==> config.mk <==
export PLATFORM = sky130hd
export DESIGN_NAME = conversor_bcd_a_binario_seq
export DESIGN_NICKNAME = d
export VERILOG_FILES = /design/src/rtl/conversor_bcd_a_binario_seq_pkg.sv /design/src/rtl/conversor_bcd_a_binario_seq_corrector.sv /design/src/rtl/conversor_bcd_a_binario_seq.sv
export SDC_FILE = /design/constraint.sdc
export NUM_CORES = 1
export LEC_CHECK = 0
export CORE_UTILIZATION = 50
export DETAILED_ROUTE_END_ITERATION = 8
export DONT_BUFFER_PORTS = 1
export HOLD_SLACK_MARGIN = 0.12
export PLACE_DENSITY_LB_ADDON = 0.3
export SKIP_CTS_REPAIR_TIMING = 1
export SLEW_MARGIN = 20
export SYNTH_ARGS = -nofsm -noshare
export SYNTH_HDL_FRONTEND = slang
export SYNTH_SLANG_ARGS = --single-unit
==> constraint.sdc <==
create_clock -name clk -period 1.2 [get_ports clk]
set_input_delay 0.24 -clock clk [delete_from_list [all_inputs] [get_ports clk]]
set_output_delay 0.24 -clock clk [all_outputs]
set_load 0.02 [all_outputs]
==> src/rtl/conversor_bcd_a_binario_seq_pkg.sv <==
// Shared types and defaults for the sequential BCD-to-binary converter.
// Optional digit validation is enabled with the BCD_VALIDACION_EN macro.
package conversor_bcd_a_binario_seq_pkg;

    localparam int BUS_DAT     = 8;
    localparam int NUM_DIG_BCD = 3;

    typedef enum logic [1:0] {
        EST_IDLE = 2'd0,
        EST_CONV = 2'd1,
        EST_DONE = 2'd2
    } estado_e;

    function automatic logic digito_invalido(input logic [3:0] digito);
        return digito > 4'd9;
    endfunction

endpackage

==> src/rtl/conversor_bcd_a_binario_seq_corrector.sv <==
// Per-digit correction cell of the reverse double-dabble: digits of 8 or more
// lose 3, undoing the carry that the right shift brought in from the digit above.
module conversor_bcd_a_binario_seq_corrector (
    input  logic [3:0] dig_in,
    output logic [3:0] dig_out
);

    assign dig_out = (dig_in >= 4'd8) ? (dig_in - 4'd3) : dig_in;

endmodule

==> src/rtl/conversor_bcd_a_binario_seq.sv <==
// Sequential BCD-to-binary converter, one shift per clock, start/busy/done handshake.
// Define BCD_VALIDACION_EN to flag digits above 9 instead of converting them raw.
module conversor_bcd_a_binario_seq
    import conversor_bcd_a_binario_seq_pkg::*;
#(
    parameter int TAM_REG_BIN = BUS_DAT,
    parameter int NUM_DIG     = NUM_DIG_BCD
) (
    input  logic                   clk,
    input  logic                   rst_n,
    input  logic                   inicio,
    input  logic [4*NUM_DIG-1:0]   reg_BCD,
    output logic                   ocupado,
    output logic                   listo,
    output logic [TAM_REG_BIN-1:0] reg_binario,
    output logic                   desborde,
    output logic                   error_bcd
);

    localparam int ANCHO_ACC = 4 * NUM_DIG;
    localparam int ANCHO_CNT = $clog2(ANCHO_ACC + 1);
    localparam logic [ANCHO_CNT-1:0] CNT_ULT = ANCHO_CNT'(ANCHO_ACC - 1);

    estado_e                estado_q, estado_d;
    logic [ANCHO_CNT-1:0]   cnt_q, cnt_d;
    logic [ANCHO_ACC-1:0]   bcd_q, bcd_d;
    logic [ANCHO_ACC-1:0]   bin_q, bin_d;
    logic                   err_q, err_d;
    logic                   ocupado_q, ocupado_d;
    logic                   listo_q, listo_d;
    logic [TAM_REG_BIN-1:0] binario_q, binario_d;
    logic                   desborde_q, desborde_d;
    logic                   error_bcd_q, error_bcd_d;

    logic [2*ANCHO_ACC-1:0] desplazado;
    logic [ANCHO_ACC-1:0]   bcd_sh, bin_sh, bcd_corr;
    logic [NUM_DIG-1:0]     dig_inval;
    logic [TAM_REG_BIN-1:0] acc_trunc;
    logic                   acc_over;

    // The BCD LSB falls into the MSB of the binary half on every shift.
    assign desplazado = {bcd_q, bin_q} >> 1;
    assign bcd_sh     = desplazado[2*ANCHO_ACC-1:ANCHO_ACC];
    assign bin_sh     = desplazado[ANCHO_ACC-1:0];

    for (genvar gi = 0; gi < NUM_DIG; gi++) begin : g_dig
        conversor_bcd_a_binario_seq_corrector u_corr (
            .dig_in  (bcd_sh[4*gi +: 4]),
            .dig_out (bcd_corr[4*gi +: 4])
        );
`ifdef BCD_VALIDACION_EN
        assign dig_inval[gi] = digito_invalido(reg_BCD[4*gi +: 4]);
`else
        assign dig_inval[gi] = 1'b0;
`endif
    end

    if (TAM_REG_BIN < ANCHO_ACC) begin : g_trunc
        assign acc_trunc = bin_sh[TAM_REG_BIN-1:0];
        assign acc_over  = |bin_sh[ANCHO_ACC-1:TAM_REG_BIN];
    end else begin : g_ext
        assign acc_trunc = TAM_REG_BIN'(bin_sh);
        assign acc_over  = 1'b0;
    end

    always_comb begin
        estado_d    = estado_q;
        cnt_d       = cnt_q;
        bcd_d       = bcd_q;
        bin_d       = bin_q;
        err_d       = err_q;
        binario_d   = binario_q;
        desborde_d  = desborde_q;
        error_bcd_d = error_bcd_q;
        case (estado_q)
            EST_IDLE: begin
                if (inicio) begin
                    estado_d = EST_CONV;
                    bcd_d    = reg_BCD;
                    bin_d    = '0;
                    cnt_d    = '0;
                    err_d    = |dig_inval;
                end
            end
            EST_CONV: begin
                bcd_d = bcd_corr;
                bin_d = bin_sh;
                cnt_d = cnt_q + 1'b1;
                if (cnt_q == CNT_ULT) begin
                    estado_d    = EST_DONE;
                    error_bcd_d = err_q;
                    binario_d   = err_q ? '0 : acc_trunc;
                    desborde_d  = err_q ? 1'b0 : acc_over;
                end
            end
            EST_DONE: estado_d = EST_IDLE;
            default:  estado_d = EST_IDLE;
        endcase
        // Handshake outputs are registered copies of the current state.
        ocupado_d = (estado_q == EST_CONV);
        listo_d   = (estado_q == EST_DONE);
    end

    always_ff @(posedge clk) begin
        if (!rst_n) begin
            estado_q    <= EST_IDLE;
            cnt_q       <= '0;
            bcd_q       <= '0;
            bin_q       <= '0;
            err_q       <= 1'b0;
            ocupado_q   <= 1'b0;
            listo_q     <= 1'b0;
            binario_q   <= '0;
            desborde_q  <= 1'b0;
            error_bcd_q <= 1'b0;
        end else begin
            estado_q    <= estado_d;
            cnt_q       <= cnt_d;
            bcd_q       <= bcd_d;
            bin_q       <= bin_d;
            err_q       <= err_d;
            ocupado_q   <= ocupado_d;
            listo_q     <= listo_d;
            binario_q   <= binario_d;
            desborde_q  <= desborde_d;
            error_bcd_q <= error_bcd_d;
        end
    end

    assign ocupado     = ocupado_q;
    assign listo       = listo_q;
    assign reg_binario = binario_q;
    assign desborde    = desborde_q;
    assign error_bcd   = error_bcd_q;

endmodule

== Word level (Yosys, flattened, before mapping) ==
Index checks and enable logic that the tools add are counted.

* Register bits after elaboration: 41
* Bits of input ports: 15
* Output and inout bits: 12
* Word-level logic and storage cells: 38

* Add/sub/neg operators: 4
* Order comparisons: 3
* Equal/unequal tests: 5
* Muxes and demuxes: 12
* Reduce and logical (&&, ||, !) cells: 6

{| class="wikitable"
|+ Operators with widths
! kind !! number
|-
| 12-bit one-hot mux with 2 select lines || 2
|-
| 12-bit 2-to-1 mux || 2
|-
| 4-bit 2-to-1 mux || 4
|-
| 4-bit >= comparator (second input constant) || 2
|-
| 4-bit one-hot mux with 2 select lines || 1
|-
| 4-bit by 2-bit subtractor with 4-bit output (second input constant) || 2
|-
| 2-bit AND reduction || 3
|-
| 4-bit by 1-bit adder with 4-bit output (second input constant) || 1
|-
| 4-bit equality test (second input constant) || 1
|-
| 3-bit by 4-bit >= comparator with 1-bit output (second input constant) || 1
|-
| 2-bit 2-to-1 mux || 2
|-
| 2-bit one-hot mux with 2 select lines || 1
|-
| 4-bit OR reduction || 1
|-
| 3-bit by 2-bit subtractor with 4-bit output (second input constant) || 1
|-
| 2-bit by 1-bit equality test with 1-bit output (second input constant) || 1
|-
| 2-bit equality test (second input constant) || 1
|-
| 2-bit logical NOT || 1
|-
| 2-bit by 1-bit inequality test with 1-bit output (second input constant) || 1
|-
| 2-bit inequality test (second input constant) || 1
|-
| 2-bit nonzero test || 1
|}

== Depth between registers and ports, before layout ==
* Word-level depth: 3
* Depth in mapped cells: 7
* Gate-level depth less buffers: 6

== Cells and area by module ==
From an unflattened synthesis, not the netlist that was laid out.

* Cells, all modules: 198
* Area, all modules: 1809.2 µm²

{| class="wikitable"
|+ Modules (own cells, without submodules)
! module !! instances !! cells each !! area each (µm²) !! seq. area each (µm²)
|-
| conversor_bcd_a_binario_seq || 1 || 165 || 1580.3 || 800.8
|-
| conversor_bcd_a_binario_seq_corrector || 3 || 11 || 76.3 || 0.0
|}

== Least setup slack after synthesis ==
No wires, ideal clock.

* Kind: register -> register
* From: register estado_q[0]
* To: register bcd_q[0]
* Setup time: 0.123 ns
* Arrival time: 1.152 ns
* Required time: 1.077 ns
* Path slack: -0.075 ns
* Cell stages (with the launch flop): 7
* Buffers on the path: 2
* Clock period less this slack: 1.275 ns
* Path through: dfxtp_1 -> buf_6 -> nor2b_4 -> and2_1 -> buf_4 -> a222oi_1 -> inv_1

* Word-level cells in the longest chain between the ends: 3
* Elaborated cells on any way between the ends: 6
* Those cells by class: eq/ne (2); mux (1); reduce/logical (3)

{| class="wikitable"
|+ Ends and longest elaborated chain
! what !! line !! RTL
|-
| from (decl) || conversor_bcd_a_binario_seq.sv:24 || <nowiki>estado_e estado_q, estado_d;</nowiki>
|-
| from (signal assigned) || conversor_bcd_a_binario_seq.sv:117 || <nowiki>estado_q <= estado_d;</nowiki>
|-
| 2-bit by 1-bit equality test with 1-bit output or 2-bit logical NOT (tied branches) || conversor_bcd_a_binario_seq.sv:75 || <nowiki>case (estado_q)</nowiki>
|-
| 2-bit nonzero test (no line) or 2-bit inequality test (tied branches) || -- ||
|-
| 2-bit AND reduction (no line) || -- ||
|-
| to (signal assigned) || conversor_bcd_a_binario_seq.sv:108 || <nowiki>bcd_q <= '0;</nowiki>
|-
| to (signal assigned) || conversor_bcd_a_binario_seq.sv:119 || <nowiki>bcd_q <= bcd_d;</nowiki>
|-
| to (decl) || conversor_bcd_a_binario_seq.sv:26 || <nowiki>logic [ANCHO_ACC-1:0] bcd_q, bcd_d;</nowiki>
|}

Several ways; a longest one is shown, not always the timed one.
A chain may end at the register's enable or synchronous reset.

== Worst setup path in the final report ==
* From: register estado_q[1]
* To: register binario_q[0] (netlist: reg_binario[0])

* Word-level cells in the longest chain between the ends: 2

{| class="wikitable"
|+ Ends and longest elaborated chain
! what !! line !! RTL
|-
| 2-bit by 1-bit equality test with 1-bit output || conversor_bcd_a_binario_seq.sv:75 ||
|-
| 2-bit AND reduction (no line) || -- ||
|-
| to (signal assigned) || conversor_bcd_a_binario_seq.sv:124 || <nowiki>binario_q <= binario_d;</nowiki>
|-
| to (decl) || conversor_bcd_a_binario_seq.sv:31 || <nowiki>logic [TAM_REG_BIN-1:0] binario_q, binario_d;</nowiki>
|}

No other way between the ends.

==> qor.txt <==
Status: finished, violations left
Failing checks: hold timing, setup timing
WL/cell: 15.0 um
M1 wire length: 1650 um
Startpoint Class: flip-flop
DR iter-0 viols: 57
Synth Area per Inst: 9.96 um^2
DRT Pass-1 Iters: 4
Met2 Wirelength: 1880 um
Worst setup EP type: flip-flop
Lkg Pwr: 0.906 nW
Die H: 61.5 um
DRC errors left: 0
Required time of the critical path: 1.45 ns
Main synth FF type: dfxtp_1
CTS tree: done
Vias in the first global route: 1,300
Clk_skew: 0.0179 ns
Clk_lat worst skew: 0.36 ns
Detail Route Antenna Nets: 0
Mapped Cells: 178
Hold crit path type: primary input to flip-flop
Core ar.: 3360 um^2
Util after Layout: 0.650
Grt ovf: 0
Antenna diode instance count: 0
Max Slew Vio Count: 0
MaxCap Viol Count: 0
Sink Count: 40
Crit path DAT: 1.48 ns
Maximum vdd ir drop: 0.713 mV
DP Wirelength: 2710 um
Min Clock Period, post-route: 1.23 ns
H-tree levels: 2
IO Pins: 27
NumNets Final: 224
Share of layout cells above drive strength 1: 0.288
Asr flop ratio synth: 0
RSZ-0062 raised after global routing: yes
Die width: 61.5 um
CTS root buf: clkbuf_4
Fin crit share: 1.02
Cell variety after synth: 41
Die area: 3790 um^2
Sequential-to-total area share from yosys stat: 0.452
Design Power: 0.00279 W
Vias per cell: 5.51
Initial Util: 0.527
Initial antenna violation count: 0
Highest fanout seen on the critical path: 5
Port Buffers: 0
Worst hold slack: -0.000295 ns
Crit Path Class: flip-flop to flip-flop
Final setup margin: -0.0264 ns
Post-synthesis register bit count: 40
Met3 WL: 156 um
Final Hold Viols: 1
Longest Clk Path Bufs: 2
First-pass GRT wire length: 5820 um
Placer Congestion: 0.816
Max Fclk: 0.815 GHz
Most common cell after layout, fill and taps aside: dfxtp_1
Mapped Area: 1770 um^2
Highest metal used: met4
P&R area growth vs syn: 23.4%
PwrDens: 1270 nW/um^2
Post-synth EDFFs: 0
Most frequent cells in the layout: dfxtp_1 (31), buf_4 (19), nor2_1 (15), a22o_1 (13), nor2b_1 (12)
Ys Warns: 0
Overall Global Routing Usage: 0.217
Largest net degree at the start of global routing: 27
TritonCTS Buffers: 5
Row count: 21
Syn Nets: 198
Total Wirelength: 3780 um
Clock-pin slew on the worst setup and hold paths: 0.14 ns
Via Count: 1,384
Setup violators final: 8
worst max-delay path, stage by stage (launching register included):
cell,delay [ns]
dfxtp_4,0.38
nand2b_4,0.15
nor3_4,0.20
buf_6,0.15
mux2i_1,0.19
nor2b_1,0.06
per-layer routing:
| metal | vias to the layer above | global-route usage |
|---|---|---|
| li1 | 678 | - |
| met1 | 664 | 0.256 |
| met2 | 32 | 0.363 |
| met3 | 10 | 0.0630 |
| met4 | 0 | 0.0984 |
| met5 | - | 0 |
power breakdown:
part | internal (W) | switching (W) | leakage [nW] | total (W)
Combinational | 0.000229 | 0.000181 | 0.534 | 0.000410
Sequential | 0.00139 | 0.0000661 | 0.330 | 0.00145
Clock | 0.000445 | 0.000479 | 0.0418 | 0.000924
Total | 0.00206 | 0.000726 | 0.906 | 0.00279
area by class of cell:
type                    count  area (um^2)
flip-flops and latches     40          820
well taps                  46         57.6
clock buffers               5         37.5
inverters                   7         26.3
clock inverters             3         46.3
multi-input cells         119          901
fillers                   301         1180
repair buffers             31          299
flip-flops by register name, summed over array words and instances, names as in the netlist:
register     cells
bin_q           11
listo            1
desborde         1
estado_q         2
reg_binario      8
bcd_q           12
ocupado          1
cnt_q            4
metrics by stage:
stage               area (um^2)  setup TNS (ns)  setup WS, ns  std cells
finish                     2190          -0.120       -0.0264        251
global route               2190          -0.841        -0.111        251
CTS                        2070           -2.32        -0.106        245
detailed placement         1980           -1.33       -0.0814        237
global placement           1980          -0.372       -0.0271        237
floorplan                  1810          -0.331       -0.0516        178
cells by family (layout without fill, tap and decap cells):
family	Yosys count	after routing	share of synthesized area
buf+inv	19	46	0.0670
compound gates	45	45	0.198
fa+ha+maj	5	5	0.0353
other cells	1	1	0.00212
xor+xnor	4	4	0.0198
mux	9	9	0.0515
flops	40	40	0.452
simple gates	55	55	0.175
final timing paths:
| path | from | endpoint | slack (ns) | depth (start not counted) |
|---|---|---|---|---|
| hold reg to reg | bin_q[1] | bin_q[1] | 0.50 | 1 |
| hold / removal | rst_n | desborde | -0.0003 | 1 |
| setup / recovery | estado_q[1] | reg_binario[0] | -0.03 | 5 |
| setup reg to reg | estado_q[1] | reg_binario[0] | -0.03 | 5 |
synth_stat cells, types with 4 or more instances:
library cell / n / area [um^2]
nand2_1: 10 / 37.5
dfxtp_1: 40 / 801
ha_1: 5 / 62.6
o21ai_0: 4 / 20.0
a22o_1: 13 / 114
buf_6: 5 / 56.3
nor2b_1: 12 / 75.1
nor2_1: 15 / 56.3
mux2i_1: 8 / 80.1
nand2b_1: 4 / 25.0
a21oi_1: 8 / 40.0
inv_1: 7 / 26.3
No activity file was read; power rests on OpenSTA's default activity.
